<file path="config.mk">
export PLATFORM = sky130hd
export DESIGN_NAME = mul_sequencer_flat
export DESIGN_NICKNAME = d
export VERILOG_FILES = /design/src/rtl/alu_pkg.sv /design/src/rtl/mul_sequencer_if.sv /design/src/rtl/mul_shift_regs.sv /design/src/rtl/mul_sequencer.sv /design/src/flat_wrapper.sv
export SDC_FILE = /design/constraint.sdc
export NUM_CORES = 1
export LEC_CHECK = 0
export ABC_AREA = 0
export BUFFER_PORTS_ARGS = -buffer_cell sky130_fd_sc_hd__buf_4
export CAP_MARGIN = 10
export CORE_MARGIN = 3
export CORE_UTILIZATION = 40
export DETAILED_ROUTE_END_ITERATION = 10
export PLACE_DENSITY = 0.65
export REMOVE_ABC_BUFFERS = 1
export SLEW_MARGIN = 20
export SYNTH_ARGS = -nofsm -noshare
export SYNTH_HDL_FRONTEND = slang
export SYNTH_SLANG_ARGS = --single-unit
</file>
<file path="constraint.sdc">
create_clock -name clk -period 4.75 [get_ports clk]
set_input_delay 0.95 -clock clk [delete_from_list [all_inputs] [get_ports clk]]
set_output_delay 0.95 -clock clk [all_outputs]
set_load 0.02 [all_outputs]
</file>
<file path="src/rtl/alu_pkg.sv">
// Shared ALU control codes and the MUL sequencer state encoding.
// The ALU-control decoder imports the same constants so both ALU input paths agree.
package alu_pkg;

  localparam logic [3:0] ALU_AND = 4'b0000;
  localparam logic [3:0] ALU_OR  = 4'b0001;
  localparam logic [3:0] ALU_ADD = 4'b0010;
  localparam logic [3:0] ALU_SUB = 4'b0110;

  typedef enum logic [1:0] {
    IDLE = 2'd0,
    BUSY = 2'd1,
    DONE = 2'd2
  } mul_state_t;

endpackage

</file>
<file path="src/rtl/mul_sequencer_if.sv">
// EX-stage request, ALU borrow and result signals of the MUL sequencer.
// The master modport is the EX stage / ALU side; the slave modport is the sequencer.
interface mul_sequencer_if #(
  parameter int XLEN = 32
);

  logic            start_i;
  logic [XLEN-1:0] rs1_i;
  logic [XLEN-1:0] rs2_i;
  logic            flush_i;
  logic            ready_o;
  logic            stall_o;
  logic            alu_sel_o;
  logic [XLEN-1:0] alu_a_o;
  logic [XLEN-1:0] alu_b_o;
  logic [3:0]      alu_ctrl_o;
  logic [XLEN-1:0] alu_result_i;
  logic            done_o;
  logic [XLEN-1:0] product_o;

  modport master (
    output start_i, rs1_i, rs2_i, flush_i, alu_result_i,
    input  ready_o, stall_o, alu_sel_o, alu_a_o, alu_b_o, alu_ctrl_o, done_o, product_o
  );

  modport slave (
    input  start_i, rs1_i, rs2_i, flush_i, alu_result_i,
    output ready_o, stall_o, alu_sel_o, alu_a_o, alu_b_o, alu_ctrl_o, done_o, product_o
  );

endinterface

</file>
<file path="src/rtl/mul_shift_regs.sv">
// Shift-add datapath registers for the MUL sequencer: accumulator, shifted
// multiplicand, shifted multiplier and iteration count, with load/step/hold.
module mul_shift_regs #(
  parameter int XLEN  = 32,
  parameter int CNT_W = 6
) (
  input  logic             clk,
  input  logic             rst_n,
  input  logic             load,
  input  logic             step,
  input  logic [XLEN-1:0]  rs1,
  input  logic [XLEN-1:0]  rs2,
  input  logic [XLEN-1:0]  alu_result,
  output logic [XLEN-1:0]  acc,
  output logic [XLEN-1:0]  mcand,
  output logic [XLEN-1:0]  mplier,
  output logic [CNT_W-1:0] cnt
);

  always_ff @(posedge clk) begin
    if (!rst_n) begin
      acc    <= '0;
      mcand  <= '0;
      mplier <= '0;
      cnt    <= '0;
    end else if (load) begin
      acc    <= '0;
      mcand  <= rs1;
      mplier <= rs2;
      cnt    <= '0;
    end else if (step) begin
      // The ALU is computing acc + mcand this cycle; commit it only for a set multiplier bit.
      if (mplier[0]) acc <= alu_result;
      mcand  <= {mcand[XLEN-2:0], 1'b0};
      mplier <= {1'b0, mplier[XLEN-1:1]};
      cnt    <= cnt + CNT_W'(1);
    end
  end

  always_ff @(posedge clk) begin
    if (rst_n) assert (cnt <= CNT_W'(XLEN));
  end

endmodule

</file>
<file path="src/rtl/mul_sequencer.sv">
// RV32M MUL controller: borrows the EX-stage ALU for shift-add iterations,
// stalls the pipeline while it owns the ALU, and returns the low product word.
module mul_sequencer
  import alu_pkg::*;
#(
  parameter int XLEN  = 32,
  parameter int CNT_W = 6
) (
  input logic           clk,
  input logic           rst_n,
  mul_sequencer_if.slave bus
);

  mul_state_t       state, state_nxt;
  logic [XLEN-1:0]  acc, mcand, mplier;
  logic [CNT_W-1:0] cnt;
  logic             load, step, finish;
  logic [XLEN-1:0]  product;

  logic             ready, stall, alu_sel, done;
  logic [XLEN-1:0]  alu_a, alu_b;
  logic [3:0]       alu_ctrl;

  mul_shift_regs #(
    .XLEN (XLEN),
    .CNT_W(CNT_W)
  ) u_regs (
    .clk       (clk),
    .rst_n     (rst_n),
    .load      (load),
    .step      (step),
    .rs1       (bus.rs1_i),
    .rs2       (bus.rs2_i),
    .alu_result(bus.alu_result_i),
    .acc       (acc),
    .mcand     (mcand),
    .mplier    (mplier),
    .cnt       (cnt)
  );

  always_ff @(posedge clk) begin
    if (!rst_n) begin
      state   <= IDLE;
      product <= '0;
    end else begin
      state <= state_nxt;
      if (finish) product <= acc;
    end
  end

  always_comb begin
    state_nxt = state;
    ready     = 1'b0;
    stall     = 1'b0;
    alu_sel   = 1'b0;
    alu_a     = '0;
    alu_b     = '0;
    alu_ctrl  = ALU_AND;
    done      = 1'b0;
    load      = 1'b0;
    step      = 1'b0;
    finish    = 1'b0;
    case (state)
      IDLE: begin
        ready = 1'b1;
        if (bus.start_i && !bus.flush_i) begin
          load      = 1'b1;
          stall     = 1'b1;
          state_nxt = BUSY;
        end
      end
      BUSY: begin
        alu_sel  = 1'b1;
        alu_ctrl = ALU_ADD;
        alu_a    = acc;
        alu_b    = mcand;
        stall    = !bus.flush_i;
        if (bus.flush_i) begin
          state_nxt = IDLE;
        end else if (mplier == '0 || cnt == CNT_W'(XLEN)) begin
          finish    = 1'b1;
          state_nxt = DONE;
        end else begin
          step = 1'b1;
        end
      end
      DONE: begin
        // A flush in this cycle kills the result handoff to EX/MEM.
        done      = !bus.flush_i;
        state_nxt = IDLE;
      end
      default: state_nxt = IDLE;
    endcase
  end

  assign bus.ready_o    = ready;
  assign bus.stall_o    = stall;
  assign bus.alu_sel_o  = alu_sel;
  assign bus.alu_a_o    = alu_a;
  assign bus.alu_b_o    = alu_b;
  assign bus.alu_ctrl_o = alu_ctrl;
  assign bus.done_o     = done;
  assign bus.product_o  = product;

endmodule

</file>
<file path="src/flat_wrapper.sv">
// flat-port wrapper written by rule: the top's interface ports become plain ports
module mul_sequencer_flat import alu_pkg::*;
#(
  parameter int XLEN  = 32,
  parameter int CNT_W = 6
)
  (clk, rst_n, bus_start_i, bus_rs1_i, bus_rs2_i, bus_flush_i, bus_alu_result_i, bus_ready_o, bus_stall_o, bus_alu_sel_o, bus_alu_a_o, bus_alu_b_o, bus_alu_ctrl_o, bus_done_o, bus_product_o);
  mul_sequencer_if #(.XLEN(XLEN)) bus_i ();
  input logic clk;
  input logic rst_n;
  input wire logic [$bits(bus_i.start_i)-1:0] bus_start_i;
  input wire logic [$bits(bus_i.rs1_i)-1:0] bus_rs1_i;
  input wire logic [$bits(bus_i.rs2_i)-1:0] bus_rs2_i;
  input wire logic [$bits(bus_i.flush_i)-1:0] bus_flush_i;
  input wire logic [$bits(bus_i.alu_result_i)-1:0] bus_alu_result_i;
  output wire logic [$bits(bus_i.ready_o)-1:0] bus_ready_o;
  output wire logic [$bits(bus_i.stall_o)-1:0] bus_stall_o;
  output wire logic [$bits(bus_i.alu_sel_o)-1:0] bus_alu_sel_o;
  output wire logic [$bits(bus_i.alu_a_o)-1:0] bus_alu_a_o;
  output wire logic [$bits(bus_i.alu_b_o)-1:0] bus_alu_b_o;
  output wire logic [$bits(bus_i.alu_ctrl_o)-1:0] bus_alu_ctrl_o;
  output wire logic [$bits(bus_i.done_o)-1:0] bus_done_o;
  output wire logic [$bits(bus_i.product_o)-1:0] bus_product_o;
  assign bus_i.start_i = bus_start_i;
  assign bus_i.rs1_i = bus_rs1_i;
  assign bus_i.rs2_i = bus_rs2_i;
  assign bus_i.flush_i = bus_flush_i;
  assign bus_i.alu_result_i = bus_alu_result_i;
  assign bus_ready_o = bus_i.ready_o;
  assign bus_stall_o = bus_i.stall_o;
  assign bus_alu_sel_o = bus_i.alu_sel_o;
  assign bus_alu_a_o = bus_i.alu_a_o;
  assign bus_alu_b_o = bus_i.alu_b_o;
  assign bus_alu_ctrl_o = bus_i.alu_ctrl_o;
  assign bus_done_o = bus_i.done_o;
  assign bus_product_o = bus_i.product_o;
  mul_sequencer #(.XLEN(XLEN), .CNT_W(CNT_W)) u_core (.clk(clk), .rst_n(rst_n), .bus(bus_i));
endmodule
</file>
### Word level (Yosys, flattened, before mapping)

Cells that the tools add are included.

| word-level totals | value |
|---|---|
| bits of input ports | 100 |
| output and inout port bits | 104 |
| memories | 0 |
| register bits after elaboration | 136 |
| ROM bits | 0 |
| RAM bits | 0 |
| latch bits | 0 |
| logic and storage cells | 45 |

| cells by class | value |
|---|---|
| multiply operators | 0 |
| div/mod/pow operators | 0 |
| bitwise gates (word level) | 1 |
| shift operators | 0 |
| $lt $le $gt $ge | 0 |
| add/sub/neg operators | 1 |
| multiplexer cells | 23 |
| reductions and logical operators | 9 |
| equality and inequality tests | 5 |

Operator list:

| cell | count |
|---|---|
| two-way mux 32 bit | 6 |
| logical NOT 32 bit | 1 |
| two-way mux 1 bit | 11 |
| two-way mux 2 bit | 4 |
| adder 6 x 1 -> 6 bit (second input constant) | 1 |
| == test 6 bit (second input constant) | 1 |
| case mux 2 bit (2 select lines) | 1 |
| AND reduction 2 bit | 2 |
| != test 3 x 2 -> 1 bit (second input constant) | 1 |
| == test 2 x 1 -> 1 bit (second input constant) | 1 |
| == test 2 bit (second input constant) | 1 |
| logical NOT 2 bit | 1 |
| != test 2 x 1 -> 1 bit (second input constant) | 1 |
| case mux 1 bit (2 select lines) | 1 |
| nonzero test 2 bit | 1 |
| OR reduction 2 bit | 1 |
| logical AND 1 bit | 1 |
| logical NOT 1 bit | 1 |
| logical OR 1 bit | 1 |
| inverter 1 bit | 1 |

### Depth between registers and ports, before layout

| depth | value |
|---|---|
| depth after elaboration | 7 |
| mapped depth | 9 |
| depth with buffers taken out | 6 |

### Hierarchy

Synthesis repeated with hierarchy kept, for this count alone.

| second synthesis, totals | value |
|---|---|
| cells, all modules | 841 |
| area total of the unflattened synthesis | 6920.4 µm² |

Modules (own cells, without submodules):

| module | area each (µm²) | cells an instance | seq. area each (µm²) | times used |
|---|---|---|---|---|
| mul_shift_regs | 4351.7 | 513 | 2042.0 | 1 |
| mul_sequencer | 2568.7 | 328 | 680.7 | 1 |

### Least setup slack after synthesis

OpenSTA, ideal clock, no wires.

| timing | value |
|---|---|
| kind | input port to output port |
| start | input port bus_flush_i |
| end | output port bus_stall_o |
| required time | 3.800 ns |
| path buffers | 1 |
| path slack | 1.962 ns |
| arrival | 1.838 ns |
| cell stages on the path | 3 |
| path through | or4b_1 > clkbuf_1 > nand2_1 |

| between the ends | value |
|---|---|
| cells in the longest elaborated chain, start to end | 4 |

Ends and longest elaborated chain:

| item | line | text |
|---|---|---|
| start, declared | flat_wrapper.sv:14 | `input wire logic [$bits(bus_i.flush_i)-1:0] bus_flush_i;` |
| logical NOT 1 bit (*) | mul_sequencer.sv:66, mul_sequencer.sv:77 |  |
| logical AND 1 bit | mul_sequencer.sv:66 | `if (bus.start_i && !bus.flush_i) begin` |
| two-way mux 1 bit | mul_sequencer.sv:66 |  |
| case mux 1 bit (2 select lines) (*) | mul_sequencer.sv:63 | `case (state)` |
| end, declared | flat_wrapper.sv:17 | `output wire logic [$bits(bus_i.stall_o)-1:0] bus_stall_o;` |

Mark *: on every way between the ends. The rest lies on a longest branch, timed or not.

### Worst setup path after layout

Ends and elaborated chain as after synthesis.

==> results.tsv <==
stage	metric	value	unit
cells_and_area	fin_cells	1164	
die	core_area	0.0153	mm2
cts	clockBufferDepth	2	
place	hpwl	11900	um
drt	dr.first_iter.drc_count	602	
critical_path	worst-endpoint-arrival	2.31	ns
timing	slew_headroom	0.342	
drt	dr_total_vias	6489	
run_status	status	complete, no violations	
logic_synthesis	muxShareOfSynthArea	0.00159	
critical_path	critical_path.startpoint_type	input pin	
timing	finClkSkew	0.00706	ns
cts	path_clk_slew	0.06	ns
timing	setup_viol	0	
timing	slew_violations	0	
place	finalWeightedCongestion	0.792	
logic_synthesis	synth_area	0.00629	mm2
timing	hold_viol	0	
cells_and_area	final_layout_size_suffix_gt1_frac	0.262	
place	place_inst	1133	
logic_synthesis	yosys.area_share.simple	0.181	
global_route	grt_max_degree	98	
logic_synthesis	synth_top_family_by_area	compound AO/OA/AOI/OAI gates	
logic_synthesis	synth_xor_area_frac	0	
pwr	finalPower	0.00290	W
timing	fin_crit_sh	0.687	
die	die_w	131	um
cts	numCtsBuffers	17	
global_route	overflow	0	
die	dieArea	0.0173	mm2
logic_synthesis	synth_compound_area_frac	0.305	
global_route	antenna_found_initial	0	
die	rows	45	
logic_synthesis	synth-main-ff-cell	dfxtp_1	
cells_and_area	final_cell_mix	buf_4 (213), o21ai_0 (141), dfxtp_1 (136)	
logic_synthesis	synth_edf_count	0	
cts	cts_tree	yes	
die	start_util	0.411	
die	chipHeight	131	um
place	portBuffers	200	
logic_synthesis	syn_avg_cell_area	7.84	um2
logic_synthesis	synth_cell_type_count	36	
critical_path	crit_path_end_kind	output port	
drt	ant_nets	0	
die	ios	204	
cells_and_area	final_common_cell	buf_4	
cts	cts.hold.buffers_added	0	
drt	dr.pass1.iters	5	
cells_and_area	diodes	0	
global_route	grt_first_pass_wirelength	31300	um
critical_path	crit_path_max_fanout	25	
global_route	track_usage	0.217	
critical_path	critPathKind	in -> out	
cts	postCtsSetupBuffers	0	
cts	cts-root-buf	clkbuf_16	
timing	max_freq	306	MHz
cells_and_area	num-nets-final	1043	
pwr	p_leak	3.23	nW
cts	cts_resized	0	
logic_synthesis	synth_fa_ha_area_frac	0.00398	
job	drv_cap	0	
cts	h-tree-depth	4	
critical_path	worstPathRequired	3.80	ns
drt	viasPerCell	5.57	
logic_synthesis	yosysWarnings	0	
timing	tns	0	ns
timing	rsz0062_at_grt	false	
drt	drc_errors	0	
timing	fin_crit	3.26	ns
worst_hold_path	hold_path.class	reg -> reg	
logic_synthesis	syn_inst	802	
logic_synthesis	async_reset_ff_frac	0	
cts	insertion_delay	0.42	ns
logic_synthesis	ys_seq_area_frac	0.433	
timing	tightest_slew	0.985	ns
cells_and_area	area_growth	32.9	%
logic_synthesis	ys_ff_latch	136	
pwr	irDropWorstVdd	0.250	mV
drt	post_drt_wl_per_cell	16.9	um
drt	routed_wl	19600	um
global_route	first_global_vias	5985	
cts	cts_sinks	136	
pwr	power-per-cell-area	347	mW/mm2
## power by group
| group | switching [W] | total, W | internal (W) |
|---|---|---|---|
| Sequential | 0.0000303 | 0.00121 | 0.00118 |
| Combinational | 0.000155 | 0.000272 | 0.000117 |
| Clock | 0.000483 | 0.00141 | 0.000929 |
## cell families after synthesis
group	after synthesis
AOI/OAI and AO/OA	362
adders and majority gates	2
buffers and inverters	99
DFF	136
muxes	1
other	1
and+or+nand+nor	201
## state kept, by name, summed over array words and instances, names as in the netlist
| signal | flops |
|---|---|
| u_core.u_regs.mplier | 32 |
| u_core.bus.product_o | 32 |
| u_core.u_regs.cnt | 6 |
| u_core.u_regs.acc | 32 |
| u_core.u_regs.mcand | 32 |
| u_core.state | 2 |
## per-stage QoR
step / setup slack [ns] / hold WS (ns) / cell area [um2] / utilization
final: 1.49 / 0.452 / 8360 / 0.546
after global routing: 1.41 / 0.471 / 8360 / 0.546
after CTS: 1.47 / 0.453 / 8360 / 0.546
after global placement: 1.50 / 0.439 / 7730 / 0.504
after floorplan: -1.80 / 0.442 / 5840 / -
after detailed placement: 1.47 / 0.441 / 7730 / 0.504
## per-layer routing
| layer | track usage | routed length, um | vias up |
|---|---|---|---|
| li1 | - | - | 3196 |
| met1 | 0.307 | 9050 | 3019 |
| met2 | 0.328 | 9010 | 245 |
| met3 | 0.0406 | 1150 | 29 |
| met4 | 0.0811 | 429 | 0 |
| met5 | 0 | 0 | - |
## critical path, stage by stage
cell and delay [ns]:
buf_4 0.14, or4b_2 0.90, nand2_1 0.14, buf_4 0.16
## final timing paths
check	start	endpoint	slack, ns	depth (start not counted)
min reg2reg	u_core.bus.product_o[4]$_SDFFE_PN0P_	u_core.bus.product_o[4]$_SDFFE_PN0P_	0.45	2
min	u_core.bus.product_o[4]$_SDFFE_PN0P_	u_core.bus.product_o[4]$_SDFFE_PN0P_	0.45	2
max	bus_flush_i	bus_stall_o	1.49	4
max reg2reg	u_core.state[0]$_SDFFE_PN0P_	u_core.u_regs.mcand[17]$_SDFFE_PN0P_	2.14	6
## cells in the mapped netlist (2+ instances only)
| cell type | instances | area share |
|---|---|---|
| a21boi_0 | 2 | 0.0024 |
| a21oi_1 | 98 | 0.078 |
| a31oi_1 | 63 | 0.063 |
| and2_1 | 67 | 0.067 |
| buf_2 | 16 | 0.013 |
| buf_4 | 11 | 0.013 |
| buf_6 | 4 | 0.0072 |
| clkbuf_1 | 56 | 0.033 |
| clkbuf_2 | 7 | 0.0056 |
| dfxtp_1 | 136 | 0.43 |
| ha_1 | 2 | 0.0040 |
| inv_1 | 4 | 0.0024 |
| nand2_1 | 39 | 0.023 |
| nand2b_1 | 2 | 0.0020 |
| nand3_1 | 36 | 0.029 |
| nand4_1 | 36 | 0.036 |
| nor2_1 | 3 | 0.0018 |
| nor4_1 | 9 | 0.0090 |
| o211ai_1 | 2 | 0.0024 |
| o21ai_0 | 141 | 0.11 |
| o21ai_1 | 51 | 0.041 |
| o31ai_1 | 2 | 0.0024 |
| or4_1 | 2 | 0.0024 |
## layout make-up
cell class	instances	area [um2]
sequential	136	2720
clock buffer	23	488
fill	1506	6960
inverter	4	15.0
clock inverter	8	143
multi-input combinational	569	3130
timing repair buffer	213	1600
tap	211	264
No activity file was read; power rests on OpenSTA's default activity.
